[config.mk]
export PLATFORM = sky130hd
export DESIGN_NAME = onn_phase_readout
export DESIGN_NICKNAME = d
export VERILOG_FILES = /design/src/rtl/onn_phase_readout.sv
export SDC_FILE = /design/constraint.sdc
export NUM_CORES = 1
export LEC_CHECK = 0
export CORE_ASPECT_RATIO = 1.1
export CORE_MARGIN = 1
export CORE_UTILIZATION = 40
export CTS_CLUSTER_DIAMETER = 80
export DETAILED_ROUTE_END_ITERATION = 8
export GPL_TIMING_DRIVEN = 1
export SLEW_MARGIN = 20
export SYNTH_ARGS = -nofsm -noshare
export SYNTH_HDL_FRONTEND = slang
export SYNTH_SLANG_ARGS = --single-unit
[constraint.sdc]
create_clock -name sclk -period 18.3 [get_ports sclk]
set_clock_uncertainty 0.1 [all_clocks]
set_input_delay 5.49 -clock sclk [delete_from_list [all_inputs] [get_ports sclk]]
set_output_delay 5.49 -clock sclk [all_outputs]
set_load 0.01 [all_outputs]
[src/rtl/onn_phase_readout.sv]
// Phase readout for the 3x5 ONN: per-neuron mismatch counting against the
// reference oscillator, change flags for control_fsm, final binary pattern.
module onn_phase_readout #(
  parameter int N       = 15,
  parameter int CW      = 8,
  parameter int MIN_PER = 4
) (
  input  logic         sclk,
  input  logic         re,
  input  logic [N-1:0] osc,
  input  logic         ref_osc,
  input  logic         state_cheak,
  input  logic         drop,
  input  logic         phi_to_no,
  output logic [N-1:0] state_changed,
  output logic [N-1:0] pattern,
  output logic         pattern_valid,
  output logic         meas_valid,
  output logic         stall
);

  typedef enum logic {
    WAIT_EDGE,
    MEAS
  } state_t;

  localparam logic [CW-1:0] PMAX = '1;
  localparam logic [CW-1:0] PMIN = CW'(MIN_PER);
  localparam logic [CW-1:0] ONE  = CW'(1);

  state_t                state;
  logic [CW-1:0]         per;
  logic [N-1:0][CW-1:0]  mis;
  logic [N-1:0]          cur_pat;
  logic [N-1:0]          snap_pat;
  logic [N-1:0]          next_pat;
  logic [N-1:0]          smp;
  logic                  ref_d;
  logic                  chk_d;
  logic                  p2n_d;
  logic                  snap_ok;
  logic                  pend;
  logic                  rise;
  logic                  chk_rise;
  logic                  p2n_rise;
  logic                  close_ok;

  assign rise     = ref_osc & ~ref_d;
  assign chk_rise = state_cheak & ~chk_d;
  assign p2n_rise = phi_to_no & ~p2n_d;
  assign smp      = osc ^ {N{ref_osc}};
  assign close_ok = (state == MEAS) && rise && (per >= PMIN);

  // anti-phase when mismatch covers more than half the period; a tie is 0
  always_comb begin
    next_pat = '0;
    for (int i = 0; i < N; i++) begin
      next_pat[i] = {mis[i], 1'b0} > {1'b0, per};
    end
  end

  // period / mismatch counters and the edge-wait FSM
  always_ff @(posedge sclk or posedge re) begin
    if (re) begin
      state <= WAIT_EDGE;
      per   <= '0;
      mis   <= '0;
      stall <= 1'b0;
    end else begin
      stall <= 1'b0;
      if (drop) begin
        state <= WAIT_EDGE;
        per   <= '0;
        mis   <= '0;
      end else begin
        unique case (state)
          WAIT_EDGE: begin
            if (rise) begin
              state <= MEAS;
              per   <= ONE;
              for (int i = 0; i < N; i++) begin
                mis[i] <= {{(CW-1){1'b0}}, smp[i]};
              end
            end
          end
          MEAS: begin
            if (rise) begin
              per <= ONE;
              for (int i = 0; i < N; i++) begin
                mis[i] <= {{(CW-1){1'b0}}, smp[i]};
              end
            end else if (per == PMAX) begin
              stall <= 1'b1;
              state <= WAIT_EDGE;
              per   <= '0;
              mis   <= '0;
            end else begin
              per <= per + ONE;
              for (int i = 0; i < N; i++) begin
                mis[i] <= mis[i] + {{(CW-1){1'b0}}, smp[i]};
              end
            end
          end
          default: state <= WAIT_EDGE;
        endcase
      end
    end
  end

  // edge history, current pattern, snapshot and final pattern handoff
  always_ff @(posedge sclk or posedge re) begin
    if (re) begin
      ref_d         <= 1'b0;
      chk_d         <= 1'b0;
      p2n_d         <= 1'b0;
      cur_pat       <= '0;
      snap_pat      <= '0;
      snap_ok       <= 1'b0;
      meas_valid    <= 1'b0;
      pend          <= 1'b0;
      pattern       <= '0;
      pattern_valid <= 1'b0;
    end else begin
      ref_d         <= ref_osc;
      chk_d         <= state_cheak;
      p2n_d         <= phi_to_no;
      pattern_valid <= 1'b0;
      if (drop) begin
        meas_valid <= 1'b0;
        snap_ok    <= 1'b0;
      end else begin
        if (close_ok) begin
          cur_pat    <= next_pat;
          meas_valid <= 1'b1;
        end
        if (chk_rise && meas_valid) begin
          snap_pat <= cur_pat;
          snap_ok  <= 1'b1;
        end
        if (p2n_rise && meas_valid) begin
          pattern       <= cur_pat;
          pattern_valid <= 1'b1;
        end else if (pend && close_ok) begin
          pattern       <= next_pat;
          pattern_valid <= 1'b1;
          pend          <= 1'b0;
        end else if (p2n_rise) begin
          pend <= 1'b1;
        end
      end
    end
  end

  // change flags; all ones until a real snapshot exists
  always_ff @(posedge sclk or posedge re) begin
    if (re) begin
      state_changed <= '1;
    end else if (drop || !(meas_valid && snap_ok)) begin
      state_changed <= '1;
    end else begin
      state_changed <= cur_pat ^ snap_pat;
    end
  end

endmodule

* After elaboration in Yosys (flattened, before gate mapping)
Index checks and enable logic that the tools add are counted.
** Storage, ports and cells
- Bits in registers :: 197
- Output and inout bits :: 33
- Word-level logic and storage cells :: 121
** Operators by class
- Add/sub/neg operators :: 16
- Bitwise operators :: 11
- Order comparisons :: 16
- Muxes and demuxes :: 31
- Reduce and logical (&&, ||, !) cells :: 16
- Eq/ne operators :: 2
** Operators by type and width (number)
- $mux W120 :: 4
- $pmux W120 S2 :: 1
- $gt A9 B8 Y1 :: 15
- $add A8 B1 Y8 :: 15
- $mux W15 :: 3
- $mux W8 :: 4
- $xor A15 B15 Y15 :: 2
- $mux W1 :: 17
- $pmux W8 S2 :: 1
- $add A8 B1 Y8 const B :: 1
- $eq A8 B8 Y1 const B :: 1
- $ge A8 B3 Y1 const B :: 1
- $reduce_bool A2 Y1 :: 4
- $logic_and A1 B1 Y1 :: 6
- $not A1 Y1 :: 6
- $reduce_and A2 Y1 :: 3
- $and A1 B1 Y1 :: 3
- $ne A3 B3 Y1 const B :: 1
- $reduce_and A3 Y1 :: 1
- $pmux W1 S2 :: 1
- $logic_not A1 Y1 :: 1
- $logic_or A1 B1 Y1 :: 1

* Logic depth before layout (Yosys ltp)
- Depth in word-level cells :: 8
- Mapped depth :: 9
- Mapped depth without buffers :: 7

* Worst setup path after synthesis
No wires, ideal clock.
- Path kind :: in2reg
- Start point :: in ref_osc
- End point :: reg mis[31] (netlist name)
- Required time :: 18.079 ns
- Stages :: 9
- Library setup time :: 0.121 ns
- Slack :: 10.898 ns
- Buffers on the path :: 2
- Arrival :: 7.181 ns
- Cells stage by stage :: buf_4 buf_2 xor2_1 ha_1 and3_1 and3_1 nand3_1 mux2_2 a22o_1
** Between the ends
- Cells in the longest elaborated chain, start to end :: 6
- Elaborated cells on any way between the ends :: 8
** RTL lines
- from (decl) :: RTL line 11 : input logic ref_osc,
- $xor A15 B15 Y15 :: RTL line 51 : assign smp = osc ^ {N{ref_osc}};
- $add A8 B1 Y8 :: RTL line 100 : mis[i] <= mis[i] + {{(CW-1){1'b0}}, smp[i]};
- $mux W120 :: RTL line 92 : end else if (per == PMAX) begin
- $mux W120 :: RTL line 87 : if (rise) begin
- $pmux W120 S2 :: RTL line 76 : unique case (state)
- $mux W120 :: RTL line 71 : if (drop) begin
- to (signal, indexed assignment) :: RTL line 82 : mis[i] <= {{(CW-1){1'b0}}, smp[i]};
- to (signal, indexed assignment) :: RTL line 90 : mis[i] <= {{(CW-1){1'b0}}, smp[i]};
- to (signal, indexed assignment) :: RTL line 100
- to (decl) :: RTL line 33 : logic [N-1:0][CW-1:0] mis;
Several ways; a longest one is shown, not always the timed one.
A chain may end at the register's enable or synchronous reset.

* Worst setup path in the final report
- Start point :: in drop
- End point :: reg mis[39] (netlist name)
** Between the ends
- Cells in the longest elaborated chain, start to end :: 1
- Elaborated cells on any way between the ends :: 2
** RTL lines
- from (decl) :: RTL line 13 : input logic drop,
- $ne A3 B3 Y1 (no source line) or $mux W120 (tied branches)
Several ways; a longest one is shown, not always the timed one.

==> summary.txt <==
Final layout
  • Area overhead of the layout relative to synthesis: 12.9%
  • Count of non-filler cells in the finished layout: 1566
  • Commonest non-fill, non-tap cell in the layout: dfrtp_1
  • Fraction of final layout cells sized beyond drive strength 1: 7.76%
  • Total of fill cells in the finished design: 2664
  • Number of nets in the final layout: 1343
  • Commonest non-fill, non-tap cells in the layout: dfrtp_1 (182), ha_1 (137), a21oi_1 (92)
  • Final Cell Area: 13200 um2
  • N_diodes: 0

Global routing
  • Antenna violations before repair: 0
  • First-pass GRT wire length: 47600 um
  • Largest net degree at the start of global routing: 132
  • Global routing usage summed across all routing layers: 20.7%
  • Total congestion overflow after global routing: 0
  • Number of global-route vias before repair: 8771

Synthesis
  • Number of distinct library cells after synthesis: 58
  • Sequential area share after synthesis: 42.4%
  • Number of enable-type register cells in the synthesized netlist: 0
  • Net count after synthesis: 1303
  • Post-synthesis area per instance: 10.2 um2
  • Proportion of synthesized flip-flops having asynchronous set or reset: 100%
  • Yosys warns: 0
  • Flop and latch count out of synthesis: 197
  • Number of standard cells after synthesis: 1145
  • Top_reg_cell synth: dfrtp_1
  • Post-synth design cell area: 11700 um2

Critical path
  • Class of the most critical setup path: in -> reg
  • Critical Path Sink Type: flop
  • Buffering stage count on the worst path with inverters included: 3
  • Worst Path Arrival: 9110 ps
  • Kind of start point of the critical path: primary input
  • Kind of cell adding the most delay to the critical path: buffers and inverters
  • Largest fanout on the critical path: 51
  • Slowest stage cell on the critical path: clkdlybuf4s50_1
  • CP Cell Sequence: clkdlybuf4s50_1, inv_1, nand3_2, nor2_4, buf_4, o21ai_0, a31oi_1
  • Required time of the critical path: 18570 ps
  • Largest incremental delay on the critical path: 830 ps

Routing
  • Aggregate routed wire length: 29400 um
  • Wire per inst: 18.8 um
  • Antenna viol nets, final: 0
  • # DRC: 0
  • Iteration count of the initial detailed-routing pass: 4
  • Routed vias: 9098
  • Per-cell via count in the routed design: 5.81
  • Initial detailed-routing violation count: 636

Status
  • Status: complete, no violations

Placed design
  • Number of buffers inserted by port buffering: 53
  • Post-DP Area: 12600 um2
  • Half-perimeter wire length of the detailed placement result: 19000 um
  • Final weighted congestion in routability-driven placement: 0.782
  • Total instance count after detailed placement: 1534
  • Worst setup timing slack at the placement stage: 9010 ps

Flow run
  • Maxcap violations: 0

Clock network
  • Hold bufs inserted after CTS: 0
  • Cells resized by post-CTS repair: 0
  • Post-CTS setup-driven buffer insertion count: 0
  • Clock tree root driver cell: clkbuf_16
  • H-tree depth: 4
  • Cts bufs inserted: 17
  • Clock sink total: 197
  • Worst-skew pair later-pin latency: 450 ps
  • Reg clk slew, reported paths: 70 ps
  • Maximum number of buffers from clock root to sink: 2
  • CTS tree: done

Pwr
  • Leakage dissipation: 0.00596 uW
  • IR Drop Worst-Case VDD: 0.0000694 V
  • Ratio of total power to cell area: 71.3 nW/um2

Die
  • Die height: 181 um
  • Floorplan die area: 29900 um2
  • I/O pin cnt: 54
  • Core area: 28700 um2
  • Horizontal die dimension: 165 um
  • Site row count: 65
  • Initial Utilization: 40.7%

Timing
  • Max Fclk: 113 MHz
  • Final setup viols: 0
  • Measured slew at the worst slew-check pin: 1170 ps
  • Max transition margin: 21.6%
  • Post-route worst hold slack: 384 ps
  • Final worst path period share: 48.3%
  • Setup TNS Final: 0 ps
  • Fin. max-slew vios: 0
  • Final worst setup slack: 9460 ps
  • Final number of hold-violating endpoints: 0
  • Fin crit period: 8840 ps
  • Setup repair after global routing missed its margin: no

Worst hold path
  • Worst Hold Class: reg -> reg
power by group:
group,switching [uW],total [uW],internal [uW]
Sequential,8.09,452,444
Combinational,58.7,100,41.4
Clock,182,387,205
through the flow:
stage                     util [%]  power (uW)
after floorplan                  -         525
after global placement        43.8         559
after global routing          45.9         979
after detailed placement      43.8         561
after CTS                     45.9         950
final                         45.9         939
sequential cells by signal (all words and copies together), names as in the netlist:
signal         flops
chk_d              1
cur_pat           15
meas_valid         1
mis              120
p2n_d              1
pattern           15
pattern_valid      1
pend               1
per                8
ref_d              1
snap_ok            1
snap_pat          15
stall              1
state              1
state_changed     15
final cells by class:
type	instances	area, um2	share of cell area [%]
multi-input combinational	887	6470	49.1
sequential	197	4950	37.5
tap	368	460	3.49
clock inverter	15	168	1.27
inverter	13	56.3	0.427
clock buffer	17	425	3.23
timing repair buffer	69	651	4.94
synthesized netlist by cell type (all sizes together) (9+ instances only):
master	number	area (um2)
a31oi	27	169
a21oi	92	460
nand2	84	315
dfstp	15	394
a211oi	15	113
nand4	20	125
nand3	45	240
and4b	9	90.1
a221o	20	200
mux2	16	180
o21ai	39	195
nor3	19	116
xnor2	31	272
nor2	80	308
inv	13	48.8
a41o	12	120
dfrtp	182	4550
xor2	42	368
and3	18	113
buf	33	186
a22o	28	245
or3	40	250
clkbuf	15	56.3
a21o	22	165
ha	137	1710
and2	25	156
routing by layer:
layer	vias up	part of all wire, %	track usage [%]
li1	4347	-	-
met1	4545	47	27.8
met2	170	48	34.3
met3	36	3.1	2.78
met4	0	1.9	6.50
met5	-	0	0
kinds of logic after synthesis:
| family | synth area share (%) |
|---|---|
| multiplexers | 1.54 |
| XOR/XNOR | 5.48 |
| flip-flops | 42.4 |
| adder cells (fa/ha/maj) | 14.7 |
| AND/OR/NAND/NOR | 16.9 |
| buffers and inverters | 2.50 |
| AO/OA/AOI/OAI | 16.6 |
path summary, 6_finish.rpt:
kind                                          start                endpoint  slack, ps  cells past startpoint
worst max-delay path                           drop     mis[39]$_DFFE_PP0P_       9460                      7
worst min-delay path            snap_ok$_DFFE_PP0P_     snap_ok$_DFFE_PP0P_        380                      1
worst max register to register      state$_DFF_PP0_     mis[39]$_DFFE_PP0P_      14980                      5
worst min register to register  snap_ok$_DFFE_PP0P_     snap_ok$_DFFE_PP0P_        380                      1
max in group asynchronous                        re     mis[97]$_DFFE_PP0P_      11020                      3
min in group asynchronous                        re  cur_pat[0]$_DFFE_PP0P_       5540                      2
Power figures use the tool's default switching activity.
